<file path="src/rtl/fetch_queue_pkg.sv">
// Shared frontend types for the fetch queue.
// Holds the queued entry layout and default depth.
package fetch_queue_pkg;

    localparam int FETCH_QUEUE_DEPTH = 4;
    localparam int IADDR_BITS        = 10;

    typedef logic [IADDR_BITS-1:0] Iaddr;
    typedef logic [31:0]           Inst;

    typedef struct packed {
        Iaddr pc;
        Inst  ir;
    } Fetch_entry;

endpackage

</file>
<file path="src/rtl/fetch_fifo.sv">
// Synchronous FIFO holding fetched {pc, ir} entries.
// Registered storage, flush clears pointers and count.
module fetch_fifo #(
    parameter int DEPTH = 4,
    parameter int WIDTH = 42
) (
    input  logic                       clk,
    input  logic                       reset,
    input  logic                       flush,
    input  logic                       push,
    input  logic                       pop,
    input  logic [WIDTH-1:0]           wdata,
    output logic [WIDTH-1:0]           rdata,
    output logic [$clog2(DEPTH+1)-1:0] count
);

    localparam int PTR_W = $clog2(DEPTH);
    localparam int CNT_W = $clog2(DEPTH+1);

    logic [WIDTH-1:0] mem [DEPTH];
    logic [PTR_W-1:0] wr_ptr;
    logic [PTR_W-1:0] rd_ptr;

    // Pointer and occupancy tracking; flush empties the queue.
    always_ff @(posedge clk) begin
        if (!reset || flush) begin
            wr_ptr <= '0;
            rd_ptr <= '0;
            count  <= '0;
        end else begin
            if (push) wr_ptr <= wr_ptr + 1'b1;
            if (pop)  rd_ptr <= rd_ptr + 1'b1;
            count <= count + CNT_W'(push) - CNT_W'(pop);
        end
    end

    // Entry storage; written only when the caller pushes.
    always_ff @(posedge clk) begin
        if (push) mem[wr_ptr] <= wdata;
    end

    assign rdata = mem[rd_ptr];

endmodule

</file>
<file path="src/rtl/fetch_queue.sv">
// Instruction fetch queue: credit-based prefetch into a FIFO.
// Handles redirects (jump), sleep and memory read latency of one.
module fetch_queue
    import fetch_queue_pkg::*;
#(
    parameter int DEPTH   = FETCH_QUEUE_DEPTH,
    parameter int IADDR_W = $bits(Iaddr)
) (
    input  logic                       clk,
    input  logic                       reset,
    input  logic                       jump,
    input  logic [IADDR_W-1:0]         jump_vec,
    input  logic                       sleep,
    output logic                       imem_en,
    output logic [IADDR_W-1:0]         imem_addr,
    input  logic [31:0]                imem_data,
    output logic                       out_valid,
    input  logic                       out_ready,
    output logic [IADDR_W-1:0]         out_pc,
    output logic [31:0]                out_ir,
    output logic [$clog2(DEPTH+1)-1:0] count
);

    localparam int CNT_W = $clog2(DEPTH+1);

    logic [IADDR_W-1:0] fetch_pc;
    logic [IADDR_W-1:0] req_pc;
    logic               inflight;
    logic               credit;
    logic               push;
    logic               pop;
    logic [CNT_W:0]     used;

    // Entries held plus the one read that will still land.
    assign used   = {1'b0, count} + (CNT_W+1)'(inflight);
    assign credit = used < (CNT_W+1)'(DEPTH);

    // A jump flushes the queue, so credit is implicitly available.
    assign imem_en   = reset & ~sleep & (jump | credit);
    assign imem_addr = jump ? jump_vec : fetch_pc;

    assign out_valid = reset & ~jump & (count != '0);
    assign pop       = out_valid & out_ready;
    assign push      = reset & inflight & ~jump;

    // Fetch PC advance, in-flight tracking and request PC capture.
    always_ff @(posedge clk) begin
        if (!reset) begin
            fetch_pc <= '0;
            req_pc   <= '0;
            inflight <= 1'b0;
        end else begin
            inflight <= imem_en;
            if (imem_en) begin
                req_pc   <= imem_addr;
                fetch_pc <= imem_addr + 1'b1;
            end else if (jump) begin
                fetch_pc <= jump_vec;
            end
        end
    end

    fetch_fifo #(
        .DEPTH (DEPTH),
        .WIDTH (IADDR_W + 32)
    ) u_fifo (
        .clk   (clk),
        .reset (reset),
        .flush (jump),
        .push  (push),
        .pop   (pop),
        .wdata ({req_pc, imem_data}),
        .rdata ({out_pc, out_ir}),
        .count (count)
    );

endmodule

</file>
<file path="config.mk">
export PLATFORM = sky130hd
export DESIGN_NAME = fetch_queue
export DESIGN_NICKNAME = d
export VERILOG_FILES = /design/src/rtl/fetch_queue_pkg.sv /design/src/rtl/fetch_fifo.sv /design/src/rtl/fetch_queue.sv
export SDC_FILE = /design/constraint.sdc
export NUM_CORES = 1
export LEC_CHECK = 0
export BUFFER_PORTS_ARGS = -buffer_cell sky130_fd_sc_hd__buf_2
export CAP_MARGIN = 20
export CELL_PAD_IN_SITES_DETAIL_PLACEMENT = 2
export CELL_PAD_IN_SITES_GLOBAL_PLACEMENT = 2
export CORE_UTILIZATION = 39
export CTS_CLUSTER_SIZE = 30
export DETAILED_ROUTE_END_ITERATION = 16
export GPL_ROUTABILITY_DRIVEN = 0
export PLACE_DENSITY_LB_ADDON = 0.1
export SYNTH_ARGS = -nofsm -noshare
export SYNTH_HDL_FRONTEND = slang
export SYNTH_SLANG_ARGS = --single-unit
</file>
<file path="constraint.sdc">
create_clock -name clk -period 2.74 [get_ports clk]
set_input_delay 0.822 -clock clk [delete_from_list [all_inputs] [get_ports clk]]
set_output_delay 0.822 -clock clk [all_outputs]
set_load 0.005 [all_outputs]
</file>
==> results of run 1 <==
-- layout make-up --
| type | count | area, um2 |
|---|---|---|
| well taps | 260 | 325.3 |
| inverters | 8 | 30.03 |
| flip-flops and latches | 198 | 5650 |
| repair buffers | 124 | 773.2 |
| clock buffers | 17 | 425.4 |
| clock inverters | 15 | 171.4 |
| multi-input cells | 171 | 1883 |
| fillers | 1752 | 9697 |
-- critical path, delay by kind of cell, from the launching register on --
kind                   cells  cell delay [ps]
buffers and inverters      2              370
multiplexers               1              530
flip-flops                 1              420
-- synthesized netlist by cell type, types with 3 or more instances --
cell and count:
nor2_1 7, a21o_1 3, a2111oi_2 3, buf_2 6
clkbuf_1 10, nand4_1 3, mux2i_1 9, xnor2_1 3
and2_1 5, nor2b_1 3, and3_1 6, dfxtp_1 30
nand2_1 18, a32oi_1 3, edfxtp_1 168, inv_1 7
o21ai_0 13, a211oi_1 3, ha_1 8, mux2_2 8
nor3_1 6, a21oi_1 7, mux4_2 42
-- layer usage --
metal | wire length, um | vias to the layer above | global-route usage
li1 | - | 1837 | -
met1 | 7284 | 2144 | 0.2227
met2 | 9348 | 84 | 0.3331
met3 | 728 | 13 | 0.04172
met4 | 188 | 0 | 0.05263
met5 | 0 | - | 0
-- state kept, by name (all words and copies together) (netlist names), named ones only --
signal         count
u_fifo.count       3
u_fifo.rd_ptr      2
u_fifo.mem       168
u_fifo.wr_ptr      2
req_pc            10
fetch_pc          10
inflight           1
-- per-stage QoR --
step             util  hold slack, ps
6_report       0.4884           528.8
5_1_grt        0.4884           538.1
4_1_cts        0.4884           525.3
3_5_place_dp   0.4562           505.8
3_3_place_gp   0.4562           483.2
2_1_floorplan       -           460.0
-- repair_timing --
item | CTS | global route
hold endpoints to repair | 0 | 0
hold buffers | 0 | 0
buffers inserted | 2 | 0
setup endpoints to repair | 24 | 0
-- where the power goes --
part | total (uW) | internal (uW) | switching [uW]
Combinational | 288 | 128 | 160
Clock | 2550 | 1370 | 1180
Sequential | 3370 | 3330 | 41.1
-- path summary, 6_finish.rpt --
| check | endpoint | slack [ps] | cells after the start |
|---|---|---|---|
| worst max register to register | u_fifo.count[2] | 330 | 9 |
| worst max-delay path | out_pc[6] | 170 | 3 |
| worst min register to register | u_fifo.mem[3][34] | 530 | 0 |
| worst min-delay path | u_fifo.mem[3][34] | 530 | 0 |
-- logic make-up after synthesis --
| kind of cell | count (synthesis) | synth area share |
|---|---|---|
| XOR/XNOR | 4 | 0.004580 |
| AO/OA/AOI/OAI | 39 | 0.03745 |
| adder cells (fa/ha/maj) | 9 | 0.01570 |
| multiplexers | 59 | 0.1472 |
| buffers and inverters | 27 | 0.01668 |
| AND/OR/NAND/NOR | 60 | 0.04056 |
| flip-flops | 198 | 0.7379 |
==> results.yml, run 1 <==
logic_synthesis:
  synth_nets: 452
  synth-async-reset-ratio: 0
  synth_edf_count: 168
  avgSynthCellArea_um2: 19.32
  yosysTopAreaCellShare: 0.6594
  ys_seq_area_frac: 0.7379
  yosysWarnings: 0
  synth_seq_cells: 198
  netlist_top_cells_area: "edfxtp_1, mux4_2, dfxtp_1"
  synth_ff_type: "edfxtp_1"
  ys_types: 44
  yosys.area.top_type: "edfxtp_1"
  syn_inst: 396
  synthesis.area_mm2: 0.007651
clocking:
  clk_pin_slew_ps: 70
  cts-root-buf: "clkbuf_16"
  clock-sinks: 198
  cts_tree: "yes"
  htree_levels: 4
  insertion_delay_ps: 440
  clock_path_buffers: 2
  post_cts_resized: 0
  cts_made_buffers: 17
placement:
  place_ws_ps: 90.20
  port_buffers: 103
  hpwl_um: 11350
  dp.cells: 759
  placed_area_mm2: 0.008647
worst_setup_path:
  end_kind: "output port"
  crit_fanout: 7
  r2r_start: "u_fifo.count[1]"
  critPathKind: "register to output port"
  slowest_stage: "mux4_2"
  cp.arrival_ps: 1750
  cp_slowest_stage_delay_ps: 530
  required_ps: 1920
  startpoint_type: "register"
  crit_chain: "buf_4 > mux4_2 > buf_2"
floorplanning:
  num_io_pins: 104
  fp-row-count: 50
  core_mm2: 0.01896
  fp.dieH_um: 142.1
  initial_utilization: 0.4036
  die_area_mm2: 0.02018
  fp.dieW_um: 142.1
sta:
  post-route-min-period_ps: 2568
  finalClockSkew_ps: 11.19
  max_slew.worst_pin.slew_ps: 364.0
  finalHoldViolations: 0
  fin_ws_ps: 172.0
  timing.final.crit_share: 0.9372
  finalSetupViolCount: 0
  fmax_mhz: 389.4
  timing.setup.tns_ps: 0
  rsz0062_at_grt: "false"
  slew_viol_final: 0
  maxSlewHeadroom: 0.7573
flow_run:
  drv_cap: 0
global_route:
  gr-total-overflow: 0
  grt_pass1_wl_um: 26780
  grt_max_degree: 43
  grt_use_total: 0.1854
  antenna_found_initial: 0
  grt_pass1_vias: 4583
pwr:
  p_total_uw: 6207
  p_per_area_mw_per_mm2: 670.3
  ir_drop_mv: 0.4081
  leakage_uw: 0.003191
final_layout:
  syn2layout_area_growth_pct: 21.01
  layout_commonest_cell: "edfxtp_1"
  layout_common_cells: "edfxtp_1, buf_2, mux4_2, dfxtp_1, nand2_1"
  layoutNonFillerInstCount: 793
  n_antenna_cell: 0
  nNetsFinal: 576
  drive_gt1_frac: 0.4184
  final_design_area_no_fill_mm2: 0.009259
worst_hold_path:
  hold_class: "register to register"
  hp-start: "req_pc[2]"
drt:
  viasPerCell: 5.142
  ant_nets: 0
  remaining_drc_errors: 0
  wl_per_cell_um: 22.13
  drt-total-wl_um: 17550
  firstDrtPassIters: 4
  drt_iter0_markers: 143
  vias: 4078
outcome:
  outcome: "complete, no violations"
Power figures use the tool's default switching activity.
==> run 2: changes to the inputs <==
CORE_MARGIN = 8   (was default)
PLACE_DENSITY_LB_ADDON = 0.3   (was 0.1)
clock period = 2.3 ns   (was 2.74 ns; I/O delays follow)
==> run 2 against run 1 <==
Effect of this change:
- the flow now finishes with violations (setup timing)
- combinational power up 28%
- power up 19%
- clock skew down 3.6 ps
- routed wire length up 4.6%
- final area up 2.0%
- clock-buffer cell count unchanged
- non-clock buffer count up 9
- hold slack worse by 46 ps
- die area up 21%
- utilization unchanged
- cell count up 1.6%
- critical path type unchanged
- critical endpoint is now out_ir[14]
==> results.yml, run 2 (synthesis gave the netlist of run 1 again) <==
final_layout:
  finish.utilization: 0.4884
  nFillCells: 1796
  n_antenna_cell: 0
  drive_gt1_frac: 0.4344
  largest_register_ffs: 168
  nNetsFinal: 585
  layout_commonest_cell: "edfxtp_1"
  syn2layout_area_growth_pct: 23.43
  largest_register: "u_fifo.mem"
  largestRegisters: "u_fifo.mem x168, fetch_pc x10, req_pc x10"
  layout_common_cells: "edfxtp_1, buf_2, mux4_2, dfxtp_1, nand2_1"
sta:
  finalSetupViolCount: 42
  maxSlewHeadroom: 0.7236
  fmax_mhz: 417.4
  max_slew.worst_pin.slew_ps: 413.8
  post-route-min-period_ps: 2396
  rsz0062_at_grt: "true"
  finalHoldViolations: 0
  slew_viol_final: 0
  finalClockSkew_ps: 7.552
  fin_ws_ps: -95.62
  timing.final.crit_share: 1.042
  hold_slack_ps: 482.7
floorplanning:
  initial_utilization: 0.3957
  die_area_mm2: 0.02436
  num_io_pins: 104
  core_mm2: 0.01933
  fp-row-count: 51
  fp.dieH_um: 156.1
  fp.dieW_um: 156.1
pwr:
  p_sw_uw: 1612
  p_per_area_mw_per_mm2: 781.3
  power_frac_seq: 0.544
  leakage_uw: 0.003276
  ir_drop_mv: 0.4603
  p_clk_frac: 0.406
  p_int_uw: 5767
  p_comb_frac: 0.050
  switching_share: 0.2184
global_route:
  grt_busiest_layer: "met2"
  grt_pass1_vias: 4753
  grt_util_met2: 0.2715
  gr-total-overflow: 0
  grt_util_met3: 0.03629
  grt_use_total: 0.1584
  grt_max_degree: 43
  antenna_found_initial: 0
  grt_pass1_wl_um: 28940
  grt_util_met1: 0.2017
worst_hold_path:
  hp-start: "imem_data[15]"
  min_to: "u_fifo.mem[2][15]"
  hold_depth: 1
  hold_class: "input port to register"
clocking:
  clk_pin_slew_ps: 70
  cts_tree: "yes"
  clock-sinks: 198
  cts-root-buf: "clkbuf_16"
  clock_path_buffers: 2
  insertion_delay_ps: 420
  htree_levels: 4
  cts_made_buffers: 17
flow_run:
  drv_cap: 0
drt:
  viasPerCell: 5.109
  vias: 4118
  firstDrtPassIters: 6
  wl_per_cell_um: 22.77
  drt-total-wl_um: 18350
  ant_nets: 0
  remaining_drc_errors: 0
  drt_iter0_markers: 296
worst_setup_path:
  critPathKind: "register to output port"
  crit_fanout: 15
  r2r_start: "u_fifo.count[1]"
  end_kind: "output port"
  startpoint_type: "register"
  cp.arrival_ps: 1710
  r2r-end: "u_fifo.count[2]"
  reg2reg_depth: 9
  required_ps: 1610
  r2r_setup_slack_ps: 140
placement:
  port_buffers: 103
  hpwl_um: 12460
  place_ws_ps: -54.29
outcome:
  violations: "setup timing"
  outcome: "complete, but fails checks"
run 2: repair_timing:
action / 4_1_cts / 5_1_grt
pin swaps: 3 / 1
hold buffers: 0 / 0
endpoints found under the setup margin: 42 / 48
setup buffers: 3 / 1
resized for setup: 9 / 12
run 2: layer usage:
metal	share of wire	wire [um]	vias to the layer above
li1	-	-	1857
met1	0.44	8163	2151
met2	0.51	9269	100
met3	0.042	777	10
met4	0.0077	141	0
met5	0	0	-
run 2: per-stage QoR:
stage,power (uW),area [um2],TNS (ps),cells
2_1_floorplan,4245,7664,0,396
3_3_place_gp,4427,8726,0,771
3_5_place_dp,4462,8726,-54.29,771
4_1_cts,7459,9378,-4229,805
5_1_grt,7612,9444,-5730,806
6_report,7379,9444,-2657,806
run 2: area by class of cell:
type                            count  area [um2]  share of cell area
Sequential cell                   198        5657              0.5990
Multi-Input combinational cell    171        1894              0.2006
Timing Repair Buffer              133       937.1             0.09923
Clock buffer                       17       425.4             0.04505
Tap cell                          265       331.6             0.03511
Clock inverter                     14       168.9             0.01789
Inverter                            8       30.03            0.003180
run 2: worst max-delay path by stage:
stage	endpoint	slack, ps
2_1_floorplan	u_fifo.count[2]	30
3_3_place_gp	u_fifo.count[2]	10
3_5_place_dp	u_fifo.count[2]	-50
4_1_cts	out_ir[14]	-130
5_1_grt	out_ir[7]	-170
6_report	out_ir[14]	-100
run 2: worst max-delay path, stage by stage (launching register included):
cell     delay [ps]
dfxtp_4         410
buf_12          190
mux4_2          540
buf_6           140
run 2: power by group through the flow:
stage / registers (uW) / logic (uW) / clock network, uW
after floorplan: 4070 / 174 / 0
after global placement: 4080 / 344 / 0
after detailed placement: 4100 / 366 / 0
after CTS: 4020 / 373 / 3070
after global routing: 4020 / 409 / 3180
final: 4010 / 369 / 3000
